`src/rtl/pkt_queue_head_updater.sv`:
```
// Commits software head-pointer writes, notifies the queue manager, and requests an extra
// descriptor (deduplicated per queue) whenever the queue still holds packets past the new head.
module pkt_queue_head_updater #(
  parameter int NB_QUEUES       = 512,
  parameter int PTR_WIDTH       = 32,
  parameter int BRAM_RD_LATENCY = 2,
  parameter int REQ_FIFO_DEPTH  = 16
) (
  input  logic                         clk,
  input  logic                         rst_n,
  input  logic                         wr_valid,
  output logic                         wr_ready,
  input  logic [$clog2(NB_QUEUES)-1:0] wr_queue_idx,
  input  logic [PTR_WIDTH-1:0]         wr_head,
  output logic                         head_wr_en,
  output logic [$clog2(NB_QUEUES)-1:0] head_wr_addr,
  output logic [PTR_WIDTH-1:0]         head_wr_data,
  output logic                         tail_rd_en,
  output logic [$clog2(NB_QUEUES)-1:0] tail_rd_addr,
  input  logic [PTR_WIDTH-1:0]         tail_rd_data,
  input  logic                         tail_wr_en,
  input  logic [$clog2(NB_QUEUES)-1:0] tail_wr_addr,
  input  logic [PTR_WIDTH-1:0]         tail_wr_data,
  output logic                         queue_updated,
  output logic [$clog2(NB_QUEUES)-1:0] updated_queue_idx,
  output logic                         dsc_req_valid,
  input  logic                         dsc_req_ready,
  output logic [$clog2(NB_QUEUES)-1:0] dsc_req_queue_idx
);

  localparam int IDX_W = $clog2(NB_QUEUES);
  localparam int LAT   = BRAM_RD_LATENCY;
  localparam int AW    = $clog2(REQ_FIFO_DEPTH);
  localparam int CNT_W = AW + 1;
  localparam int SUM_W = CNT_W + 3;

  logic                          ready_en_reg;
  logic                          accept;

  logic [LAT:1]                  stg_valid_reg;
  logic [LAT:1][IDX_W-1:0]       stg_idx_reg;
  logic [LAT:1][PTR_WIDTH-1:0]   stg_head_reg;
  logic [LAT:1]                  stg_ovr_reg;
  logic [LAT:1][PTR_WIDTH-1:0]   stg_tail_reg;
  logic [LAT:1]                  stg_snoop;

  logic                          queue_updated_reg;
  logic [IDX_W-1:0]              updated_idx_reg;

  logic [IDX_W-1:0]              fifo_mem [REQ_FIFO_DEPTH];
  logic [AW-1:0]                 wr_ptr_reg;
  logic [AW-1:0]                 rd_ptr_reg;
  logic [CNT_W-1:0]              fifo_count_reg;
  logic [NB_QUEUES-1:0]          pending_reg;

  logic [SUM_W-1:0]              inflight;
  logic                          cmp_snoop;
  logic [PTR_WIDTH-1:0]          eff_tail;
  logic [IDX_W-1:0]              cmp_idx;
  logic                          mismatch;
  logic                          push;
  logic                          pop;
  logic [IDX_W-1:0]              pop_idx;

  // Reserve FIFO space for every compare still in the pipe so no result can be lost.
  always_comb begin
    inflight = '0;
    for (int k = 1; k <= LAT; k++) begin
      inflight = inflight + SUM_W'(stg_valid_reg[k]);
    end
  end

  assign wr_ready = ready_en_reg &&
                    ((SUM_W'(fifo_count_reg) + inflight) < SUM_W'(REQ_FIFO_DEPTH));
  assign accept   = wr_valid && wr_ready;

  assign head_wr_en   = accept;
  assign head_wr_addr = wr_queue_idx;
  assign head_wr_data = wr_head;
  assign tail_rd_en   = accept;
  assign tail_rd_addr = wr_queue_idx;

  // Snoop hit for the value entering each stage; stage 1 captures the accept-cycle snoop.
  always_comb begin
    stg_snoop    = '0;
    stg_snoop[1] = tail_wr_en && (tail_wr_addr == wr_queue_idx);
    for (int k = 2; k <= LAT; k++) begin
      stg_snoop[k] = tail_wr_en && (tail_wr_addr == stg_idx_reg[k-1]);
    end
  end

  always_ff @(posedge clk or negedge rst_n) begin
    if (!rst_n) begin
      ready_en_reg  <= 1'b0;
      stg_valid_reg <= '0;
      stg_idx_reg   <= '0;
      stg_head_reg  <= '0;
      stg_ovr_reg   <= '0;
      stg_tail_reg  <= '0;
    end else begin
      ready_en_reg     <= 1'b1;
      stg_valid_reg[1] <= accept;
      stg_idx_reg[1]   <= wr_queue_idx;
      stg_head_reg[1]  <= wr_head;
      stg_ovr_reg[1]   <= stg_snoop[1];
      stg_tail_reg[1]  <= tail_wr_data;
      for (int k = 2; k <= LAT; k++) begin
        stg_valid_reg[k] <= stg_valid_reg[k-1];
        stg_idx_reg[k]   <= stg_idx_reg[k-1];
        stg_head_reg[k]  <= stg_head_reg[k-1];
        stg_ovr_reg[k]   <= stg_ovr_reg[k-1] || stg_snoop[k];
        stg_tail_reg[k]  <= stg_snoop[k] ? tail_wr_data : stg_tail_reg[k-1];
      end
    end
  end

  // Newest tail wins: same-cycle snoop, then any captured snoop, then the BRAM read.
  assign cmp_idx   = stg_idx_reg[LAT];
  assign cmp_snoop = tail_wr_en && (tail_wr_addr == cmp_idx);
  assign eff_tail  = cmp_snoop ? tail_wr_data :
                     (stg_ovr_reg[LAT] ? stg_tail_reg[LAT] : tail_rd_data);
  assign mismatch  = stg_valid_reg[LAT] && (eff_tail != stg_head_reg[LAT]);

  assign dsc_req_valid     = (fifo_count_reg != '0);
  assign pop_idx           = fifo_mem[rd_ptr_reg];
  assign dsc_req_queue_idx = pop_idx;
  assign pop               = dsc_req_valid && dsc_req_ready;
  assign push              = mismatch &&
                             (!pending_reg[cmp_idx] || (pop && (pop_idx == cmp_idx)));

  always_ff @(posedge clk) begin
    if (push) begin
      fifo_mem[wr_ptr_reg] <= cmp_idx;
    end
  end

  always_ff @(posedge clk or negedge rst_n) begin
    if (!rst_n) begin
      wr_ptr_reg        <= '0;
      rd_ptr_reg        <= '0;
      fifo_count_reg    <= '0;
      pending_reg       <= '0;
      queue_updated_reg <= 1'b0;
      updated_idx_reg   <= '0;
    end else begin
      queue_updated_reg <= accept;
      updated_idx_reg   <= wr_queue_idx;
      if (push) begin
        wr_ptr_reg <= wr_ptr_reg + 1'b1;
      end
      if (pop) begin
        rd_ptr_reg <= rd_ptr_reg + 1'b1;
      end
      fifo_count_reg <= fifo_count_reg + CNT_W'(push) - CNT_W'(pop);
      if (pop) begin
        pending_reg[pop_idx] <= 1'b0;
      end
      if (push) begin
        pending_reg[cmp_idx] <= 1'b1;
      end
    end
  end

  assign queue_updated     = queue_updated_reg;
  assign updated_queue_idx = updated_idx_reg;

endmodule

```
`config.mk`:
```
export PLATFORM = sky130hd
export DESIGN_NAME = pkt_queue_head_updater
export DESIGN_NICKNAME = d
export VERILOG_FILES = /design/src/rtl/pkt_queue_head_updater.sv
export SDC_FILE = /design/constraint.sdc
export NUM_CORES = 1
export LEC_CHECK = 0
export CORE_UTILIZATION = 40
export CTS_CLUSTER_SIZE = 40
export DETAILED_ROUTE_END_ITERATION = 8
export PLACE_DENSITY_LB_ADDON = 0.1
export SYNTH_ARGS = -nofsm -noshare
export SYNTH_HDL_FRONTEND = slang
export SYNTH_SLANG_ARGS = --single-unit
```
`constraint.sdc`:
```
create_clock -name clk -period 4.8 [get_ports clk]
set_input_delay 1.44 -clock clk [delete_from_list [all_inputs] [get_ports clk]]
set_output_delay 1.44 -clock clk [all_outputs]
set_load 0.01 [all_outputs]
```
Word level (Yosys, flattened, before mapping)
Memory sizes are Yosys's and may differ from the RTL's.
Index checks and enable logic that the tools add are counted.
W data, S select, Z words.
{"block": "word_totals", "ramBits": 144, "register_bits": 677, "wordCells": 62, "inputBits": 119, "mem_count": 1}
{"block": "op_classes", "n_lt_le_gt_ge": 5, "n_mux": 13, "bitwise_logic": 3, "n_eq_ne": 5, "n_addsub": 6, "n_reduce_logical": 15}
{"name": "fifo_mem", "words": 16, "word_bits": 9, "rd": 1, "rd_clocked_by_memory_dff": 0, "wr": 1, "line": "50", "source": "logic [IDX_W-1:0] fifo_mem [REQ_FIFO_DEPTH];"}
{"cell": "$mux W512", "count": 2}
{"cell": "$and A512 B512 Y512", "count": 1}
{"cell": "$not A512 Y512", "count": 1}
{"cell": "$or A512 B512 Y512", "count": 1}
{"cell": "$mux W32", "count": 3}
{"cell": "$eq A9 B9 Y1", "count": 4}
{"cell": "$ne A32 B32 Y1", "count": 1}
{"cell": "$lt A9 B10 Y1 const B", "count": 2}
{"cell": "$demux W1 S9", "count": 2}
{"cell": "$ge A9 B1 Y1 const B", "count": 2}
{"cell": "$logic_and A1 B1 Y1", "count": 11}
{"cell": "$bmux W1 S9", "count": 1}
{"cell": "$add A4 B1 Y4 const B", "count": 2}
{"cell": "$add A5 B2 Y6", "count": 1}
{"cell": "$lt A6 B5 Y1 const B", "count": 1}
{"cell": "$add A5 B1 Y5", "count": 1}
{"cell": "$mux W1", "count": 5}
{"cell": "$reduce_bool A5 Y1", "count": 1}
{"cell": "$sub A5 B1 Y5", "count": 1}
{"cell": "$add A1 B1 Y2", "count": 1}
{"cell": "$logic_or A1 B1 Y1", "count": 2}
{"cell": "$logic_not A1 Y1", "count": 1}

Longest topological paths before layout
Gate-level depths: netlist of run 1.
An unclocked memory read counts as a cell.
{"block": "logic_depth", "depth_word": 10, "mapped_depth": 22}

Worst setup path before layout of run 1
Ideal clock, no wire load.
{"block": "synth_path", "kind": "input to register", "start": "input port tail_wr_addr[4]", "end": "register fifo_count_reg[4]", "cell_stages": 20, "n_path_buf": 4, "required_ns": 4.721, "path_slack_ns": 0.071, "t_arrival_ns": 4.650, "cell_sequence": "xnor2_1 and4_1 clkbuf_1 clkbuf_1 o2111ai_1 nand2_1 nand4_1 nor4_1 nand2_1 o211ai_2 buf_2 buf_2 ha_1 inv_1 ha_1 fa_1 a21oi_1 nor2_1 nor2_1 xor2_1"}
{"block": "synth_via", "elab_chain_len": 8}
{"item": "start: declaration", "line": "22", "source": "input logic [$clog2(NB_QUEUES)-1:0] tail_wr_addr,"}
{"item": "$eq A9 B9 Y1", "line": "119", "source": "assign cmp_snoop = tail_wr_en && (tail_wr_addr == cmp_idx);"}
{"item": "$logic_and A1 B1 Y1", "line": "119"}
{"item": "$mux W32", "line": "120", "source": "assign eff_tail = cmp_snoop ? tail_wr_data :"}
{"item": "$ne A32 B32 Y1", "line": "122", "source": "assign mismatch = stg_valid_reg[LAT] && (eff_tail != stg_head_reg[LAT]);"}
{"item": "$logic_and A1 B1 Y1", "line": "122"}
{"item": "$logic_and A1 B1 Y1", "line": "128", "source": "assign push = mismatch &&"}
{"item": "$add A5 B1 Y5", "line": "154", "source": "fifo_count_reg <= fifo_count_reg + CNT_W'(push) - CNT_W'(pop);"}
{"item": "$sub A5 B1 Y5", "line": "154"}
{"item": "end signal: assignment", "line": "154"}
{"item": "end: declaration", "line": "53", "source": "logic [CNT_W-1:0] fifo_count_reg;"}
No other way between the ends.
A chain may end at the register's enable or synchronous reset.

Worst setup path after layout of run 1
{"block": "layout_path", "start": "register stg_idx_reg (netlist bit cmp_idx[3])", "end": "register fifo_count_reg[4]"}
{"block": "layout_via", "elab_chain_len": 8, "word_cells_on_any_way": 14}
{"item": "start: declaration", "line": "41", "source": "logic [LAT:1][IDX_W-1:0] stg_idx_reg;"}
{"item": "start signal: indexed assignment", "line": "109", "source": "stg_idx_reg[k] <= stg_idx_reg[k-1];"}
{"item": "parallel branches: the longest is 5 deep, another holds $bmux W1 S9"}
{"item": "$logic_and A1 B1 Y1 (*)", "line": "128"}
{"item": "$add A5 B1 Y5 (*)", "line": "154"}
{"item": "$sub A5 B1 Y5 (*)", "line": "154"}
Mark *: on every way between the ends. The select of a mux whose other input is x is not followed.

==> flow_metrics.env, run 1 <==
export IMPL_path_max_fanout=14
export IMPL_drt_vias_per_instance=6.296
export IMPL_finalWirelength_mm=136.6
export IMPL_placement_setup_worst_slack_ns=-0.5187
export IMPL_die_extent_in_y_microns=311.5
export IMPL_syn2layout_area_growth_pct=18.49
export IMPL_whs_path_depth=0
export IMPL_die_area_sq_um=97020
export IMPL_largest_reg_flops=512
export IMPL_groute_usage_overall_pct=28.03
export IMPL_final_max_slew_violation_count=0
export IMPL_rows=113
export IMPL_first_pass_grt_wire_length_mm=203.3
export IMPL_vdd_ir_drop_max_v=0.0003050
export IMPL_synth_async_sr_flop_share_pct=82.44
export IMPL_synth_cell_types=57
export IMPL_share_clk_of_total_power_pct=37.7
export IMPL_grt_max_degree=213
export IMPL_post_synth_main_area_contributors="dfrtp_1, edfxtp_1, o31ai_1"
export IMPL_portBuffers=191
export IMPL_gpl_final_weighted_congestion=0.8498
export IMPL_clock_pin_slew_on_the_worst_setup_and_hold_paths_ns=0.06
export IMPL_ios=192
export IMPL_setup_total_negative_slack_ns=0
export IMPL_max_slew_margin_pct=21.43
export IMPL_p_leak_uw=0.01788
export IMPL_synth_area_sq_um=38310
export IMPL_ys_dominant_reg_cell="dfrtp_1"
export IMPL_post_route_util_pct=47.85
export IMPL_rsz0062_at_grt="no"
export IMPL_finalClockSkew_ns=0.02555
export IMPL_initialDrtViolationCount=3704
export IMPL_most_frequent_cells_in_the_layout="dfrtp_1, o21ai_0, o31ai_1, clkdlybuf4s50_1, buf_4"
export IMPL_post_route_drc_count=0
export IMPL_power_share_switching_pct=32.24
export IMPL_final_fill_count=8436
export IMPL_via_count=29415
export IMPL_run_status="completed"
export IMPL_vias_in_the_first_global_route=29913
export IMPL_netlist_area_leader_share_pct=44.16
export IMPL_clock_tree_buffer_depth=3
export IMPL_power_frac_seq_pct=39.3
export IMPL_fmaxAchievable_mhz=213.5
export IMPL_layout_nets=3462
export IMPL_tightest_slew_ns=1.174
export IMPL_power_uw=19020
export IMPL_postSynthRegisterBits=820
export IMPL_crit_path_cell_trace="nor2b_2 > buf_12 > buf_4 > buf_4 > a21o_1 > a2111oi_0 > nor4_1 > nand4_1 > nor4_2 > buf_4 > o211ai_4 > ha_1 > inv_1 > ha_1 > fa_1 > a21oi_1 > nor2_1 > nor2_1 > xor2_1"
export IMPL_clock_sink_count=820
export IMPL_shortest_period_the_worst_path_allows_ns=4.683
export IMPL_htreeDepth=3
export IMPL_core_area_sq_um=94870
export IMPL_min_delay_path_class="register to register"
export IMPL_p_int_uw=12890
export IMPL_cts_tree="built"
export IMPL_drtPass1Iterations=6
export IMPL_die_width_microns=311.5
export IMPL_worst_path_stages=19
export IMPL_critPathMostFrequentCell="buf_4"
export IMPL_delay_of_the_slowest_cell_on_the_worst_path_ns=0.65
export IMPL_netSwitchingPower_uw=6131
export IMPL_multiInputGateArea_sq_um=15410
export IMPL_worstSkewPairLatency_ns=0.68
export IMPL_max_cap_violations=0
export IMPL_floorplan_initialDensity_pct=40.38
export IMPL_power_combinational_fraction_pct=23.1
export IMPL_root_buffer="clkbuf_16"
export IMPL_setup_violations_final=0
export IMPL_grt_overflow_total=0
export IMPL_synthesis_instances=3202
export IMPL_layout_cells_most_common="dfrtp_1"
export IMPL_layout_area_seq_sq_um=21250
export IMPL_final_antenna_net_count=0
export IMPL_yosysWarnings=0
export IMPL_timing_critical_path_max_delay_family="simple AND/OR/NAND/NOR gates"
export IMPL_count_of_hold_buffers_inserted_by_post_cts_repair=0
export IMPL_synth_avg_cell_area_sq_um=11.96
export IMPL_final_period_utilization_pct=97.56
export IMPL_wire_per_inst_microns=29.24
export IMPL_setup_crit_path_kind="register to register"
export IMPL_timing_critical_path_slowest_stage_cell="dfrtp_4"
export IMPL_synth_yosys_seq_area_share_pct=55.44
export IMPL_antenna_found_initial=2
export IMPL_hpwl_mm=79.87
export IMPL_critical_path_required_ns=5.40
export IMPL_worst_ep_arrival_time_ns=5.28
export IMPL_critical_path_startpoint_type="register"
export IMPL_synth_largest_area_cell="dfrtp_1"
export IMPL_power_per_cell_area_nw_per_um2=418.9
export IMPL_final_layout_size_suffix_gt1_share_pct=17.12
export IMPL_postLayoutSetupSlackWorst_ns=0.1170
export IMPL_syn_num_nets=3337
export IMPL_number_of_enable_flip_flop_cells_after_synthesis=144
export IMPL_r2r_worst_path_cells=19
export IMPL_crit_path_end_kind="register"
export IMPL_critical_path_buf_inv_count=5
export IMPL_final_hold_violation_count=0
export IMPL_number_of_buffers_created_by_cts=91
==> final timing paths <==
path,start,endpoint,slack (ns)
worst min register to register,stg_head_reg[7]$_DFF_PN0_,stg_head_reg[39]$_DFF_PN0_,0.35
worst max-delay path,cmp_idx[3]$_DFF_PN0_,fifo_count_reg[4]$_DFF_PN0_,0.12
worst max register to register,cmp_idx[3]$_DFF_PN0_,fifo_count_reg[4]$_DFF_PN0_,0.12
worst min-delay path,stg_head_reg[7]$_DFF_PN0_,stg_head_reg[39]$_DFF_PN0_,0.35
min in group asynchronous,rst_n,pending_reg[42]$_DFF_PN0_,0.73
max in group asynchronous,rst_n,stg_head_reg[7]$_DFF_PN0_,2.88
==> power by group through the flow <==
stage | Sequential (uW) | Combinational (uW) | Clock (uW)
after floorplan | 7500 | 2250 | 0
after global placement | 7590 | 4300 | 0
after detailed placement | 7600 | 4340 | 0
after CTS | 7460 | 4360 | 7300
after global routing | 7490 | 4610 | 7560
final | 7470 | 4390 | 7160
==> final cells by class <==
cell class | count | area share (%)
diodes | 2 | 0.01103
clock buffers | 134 | 5.841
clock inverters | 37 | 0.8682
inverters | 15 | 0.1240
multi-input cells | 1995 | 33.94
flip-flops and latches | 820 | 46.82
well taps | 1265 | 3.487
repair buffers | 404 | 8.908
==> cells in the mapped netlist (all sizes together), types with 4 or more instances <==
library cell	instances
a211oi	4
a21oi	16
a221oi	6
a22oi	47
and2	45
buf	154
clkbuf	218
dfrtp	676
edfxtp	144
ha	15
inv	15
mux2	37
mux2i	128
mux4	129
nand2	159
nand3	24
nand4	22
nor2	56
nor2b	82
nor3	14
nor3b	6
nor4	12
o2111ai	33
o21ai	528
o31ai	513
o32ai	32
xnor2	41
xor2	4
==> kinds of logic (layout without fill, tap and decap cells) <==
family / count (synthesis) / after routing / share of synthesized area [%]
simple gates: 438 / 438 / 5.751
fa+ha+maj: 16 / 16 / 0.5421
mux: 294 / 294 / 12.02
buf+inv: 387 / 590 / 4.886
compound gates: 1201 / 1201 / 20.32
other cells: 1 / 3 / 0.009788
flops: 820 / 820 / 55.44
xor+xnor: 45 / 45 / 1.029
==> through the flow <==
stage,cells,hold slack (ns),instance area (sq um)
final,4672,0.3465,45390
after global routing,4670,0.3566,45390
after CTS,4670,0.3480,45370
after detailed placement,4496,0.3347,42290
after global placement,4496,0.3337,42290
after floorplan,3202,0.3312,38310
==> what timing repair did <==
item	CTS	global route
resized for setup	0	3
buffers inserted	3	0
setup endpoints to repair	1	344
==> routing by layer <==
layer	GRT usage, %	vias to the layer above	share of wire, %
met5	0	-	0
met4	8.777	0	3.1
li1	-	12479	-
met2	44.33	1417	47
met3	5.517	278	8.0
met1	38.87	15241	42
No activity file was read; power rests on OpenSTA's default activity.
==> run 2: changes to the inputs <==
CORE_UTILIZATION = 55   (was 40)
==> flow_metrics.env, run 2 (same netlist as run 1, synthesis figures left out) <==
export IMPL_run_status="completed"
export IMPL_via_count=29892
export IMPL_final_fill_count=5170
export IMPL_p_int_uw=12910
export IMPL_root_buffer="clkbuf_16"
export IMPL_netSwitchingPower_uw=5918
export IMPL_post_route_drc_count=0
export IMPL_placed_area_sq_um=41730
export IMPL_htreeDepth=3
export IMPL_drt_vias_per_instance=6.896
export IMPL_timing_critical_path_slowest_stage_cell="dfrtp_4"
export IMPL_die_area_sq_um=70720
export IMPL_shortest_period_the_worst_path_allows_ns=4.637
export IMPL_worstSkewPairLatency_ns=0.65
export IMPL_setup_violations_final=0
export IMPL_crit_path_end_kind="register"
export IMPL_initialDrtViolationCount=4307
export IMPL_rsz0062_at_grt="no"
export IMPL_crit_path_cell_trace="buf_4 > inv_1 > buf_4 > nor2_1 > a22oi_1 > nand3_1 > o21ai_0 > a41oi_1 > nor4_2 > buf_4 > o211ai_4 > ha_1 > inv_1 > ha_1 > fa_1 > a21oi_1 > nor2_1 > nor2_1 > xor2_1"
export IMPL_fmaxAchievable_mhz=215.6
export IMPL_die_width_microns=265.9
export IMPL_p_leak_uw=0.01785
export IMPL_final_hold_violation_count=0
export IMPL_clock_sink_count=820
export IMPL_delay_of_the_slowest_cell_on_the_worst_path_ns=0.63
export IMPL_hpwl_mm=74.60
export IMPL_final_area_sq_um=44890
export IMPL_tightest_slew_ns=1.291
export IMPL_final_period_utilization_pct=96.61
export IMPL_max_slew_margin_pct=13.72
export IMPL_final_max_slew_violation_count=0
export IMPL_finalClockSkew_ns=0.02614
export IMPL_path_max_fanout=12
export IMPL_number_of_buffers_created_by_cts=87
export IMPL_critical_path_required_ns=5.35
export IMPL_finalWirelength_mm=126.0
export IMPL_drtPass1Iterations=7
export IMPL_clock_pin_slew_on_the_worst_setup_and_hold_paths_ns=0.06
export IMPL_vdd_ir_drop_max_v=0.0004613
export IMPL_portBuffers=191
export IMPL_worstSetupStartpoint="cmp_idx[0]$_DFF_PN0_"
export IMPL_largest_reg_flops=512
export IMPL_rr_startpoint="cmp_idx[0]$_DFF_PN0_"
export IMPL_critical_path_startpoint_type="register"
export IMPL_fin_cells=4335
export IMPL_wire_per_inst_microns=29.07
export IMPL_ios=192
export IMPL_die_extent_in_y_microns=265.9
export IMPL_floorplan_initialDensity_pct=55.76
export IMPL_syn2layout_area_growth_pct=17.17
export IMPL_final_layout_size_suffix_gt1_share_pct=16.79
export IMPL_dpl_cell_count=4159
export IMPL_min_delay_path_class="register to register"
export IMPL_power_per_cell_area_nw_per_um2=419.5
export IMPL_power_frac_seq_pct=39.8
export IMPL_count_of_hold_buffers_inserted_by_post_cts_repair=0
export IMPL_gpl_final_weighted_congestion=0.9012
export IMPL_power_share_switching_pct=31.43
export IMPL_groute_usage_overall_pct=35.72
export IMPL_worst_hold_slack_ns=0.3471
export IMPL_max_cap_violations=0
export IMPL_power_uw=18830
export IMPL_share_clk_of_total_power_pct=37.3
export IMPL_core_area_sq_um=68710
export IMPL_vias_in_the_first_global_route=29745
export IMPL_layout_cells_most_common="dfrtp_1"
export IMPL_rows=96
export IMPL_grt_overflow_total=0
export IMPL_setup_total_negative_slack_ns=0
export IMPL_most_frequent_cells_in_the_layout="dfrtp_1, o21ai_0, o31ai_1, clkdlybuf4s50_1, buf_4"
export IMPL_worst_ep_arrival_time_ns=5.19
export IMPL_cts_tree="built"
export IMPL_first_pass_grt_wire_length_mm=188.2
export IMPL_antenna_found_initial=5
export IMPL_power_combinational_fraction_pct=22.9
export IMPL_clock_tree_buffer_depth=3
export IMPL_layout_nets=3464
export IMPL_final_antenna_net_count=0
export IMPL_grt_max_degree=137
export IMPL_setup_crit_path_kind="register to register"
export IMPL_hp_start="stg_head_reg[26]$_DFF_PN0_"
-- run 2: changes by cell type in the layout (fill, tap and decap cells not counted), moves of 4 or more --
cell / previous run / this run
nand2_1: 130 / 143
clkinv_1: 4 / 0
clkbuf_1: 24 / 20
buf_4: 172 / 180
nand2_2: 29 / 16
-- run 2: area by class of cell --
type                    instances  area [sq um]  share of cell area, %
flip-flops and latches        820         21250                  47.35
well taps                     931          1165                  2.595
inverters                      15         56.30                 0.1254
diodes                          4         10.01                0.02230
multi-input cells            1995         15350                  34.19
clock buffers                 128          2609                  5.812
clock inverters                32         399.1                 0.8891
repair buffers                410          4049                  9.020
-- run 2: final timing paths --
kind / to / slack (ns) / cells after the start
max reg2reg: fifo_count_reg[4]$_DFF_PN0_ / 0.16 / 19
max: fifo_count_reg[4]$_DFF_PN0_ / 0.16 / 19
max in group asynchronous: stg_head_reg[52]$_DFF_PN0_ / 2.93 / 2
min reg2reg: stg_head_reg[58]$_DFF_PN0_ / 0.35 / 0
min in group asynchronous: rd_ptr_reg[0]$_DFFE_PN0P_ / 0.78 / 1
min: stg_head_reg[58]$_DFF_PN0_ / 0.35 / 0
-- run 2: worst max-delay path: cells and delay by family, from the launching register on --
kind | cells | cell delay, ns
adders and majority gates | 3 | 0.88
AOI/OAI and AO/OA | 5 | 1.03
and+or+nand+nor | 5 | 0.79
DFF | 1 | 0.63
xor gates and xnor gates | 1 | 0.17
buffers and inverters | 5 | 1.03
-- run 2: timing repair --
item,in CTS,in global routing
setup endpoints to repair,0,19
buffers inserted,0,12
resized for setup,0,4
hold endpoints to repair,0,0
-- run 2: stage by stage --
step	utilization, %	setup WS (ns)
2_1_floorplan	-	0.07099
3_3_place_gp	60.74	-0.2149
3_5_place_dp	60.74	-0.4015
4_1_cts	65.12	0.1048
5_1_grt	65.34	0.08110
6_report	65.34	0.1625
-- run 2: metal layers --
| layer | up-vias | routed length (microns) | GRT usage, % |
|---|---|---|---|
| met3 | 379 | 14050 | 8.909 |
| met4 | 0 | 5465 | 16.00 |
| met5 | - | 0 | 0 |
| met1 | 15132 | 49020 | 49.17 |
| li1 | 12450 | - | - |
| met2 | 1931 | 57470 | 53.86 |
-- run 2: power groups by stage --
stage	sequential, uW	combinational (uW)	clock, uW
after floorplan	7500	2250	0
after global placement	7610	4080	0
after detailed placement	7620	4150	0
after CTS	7490	4170	7080
after global routing	7510	4480	7370
final	7490	4320	7030
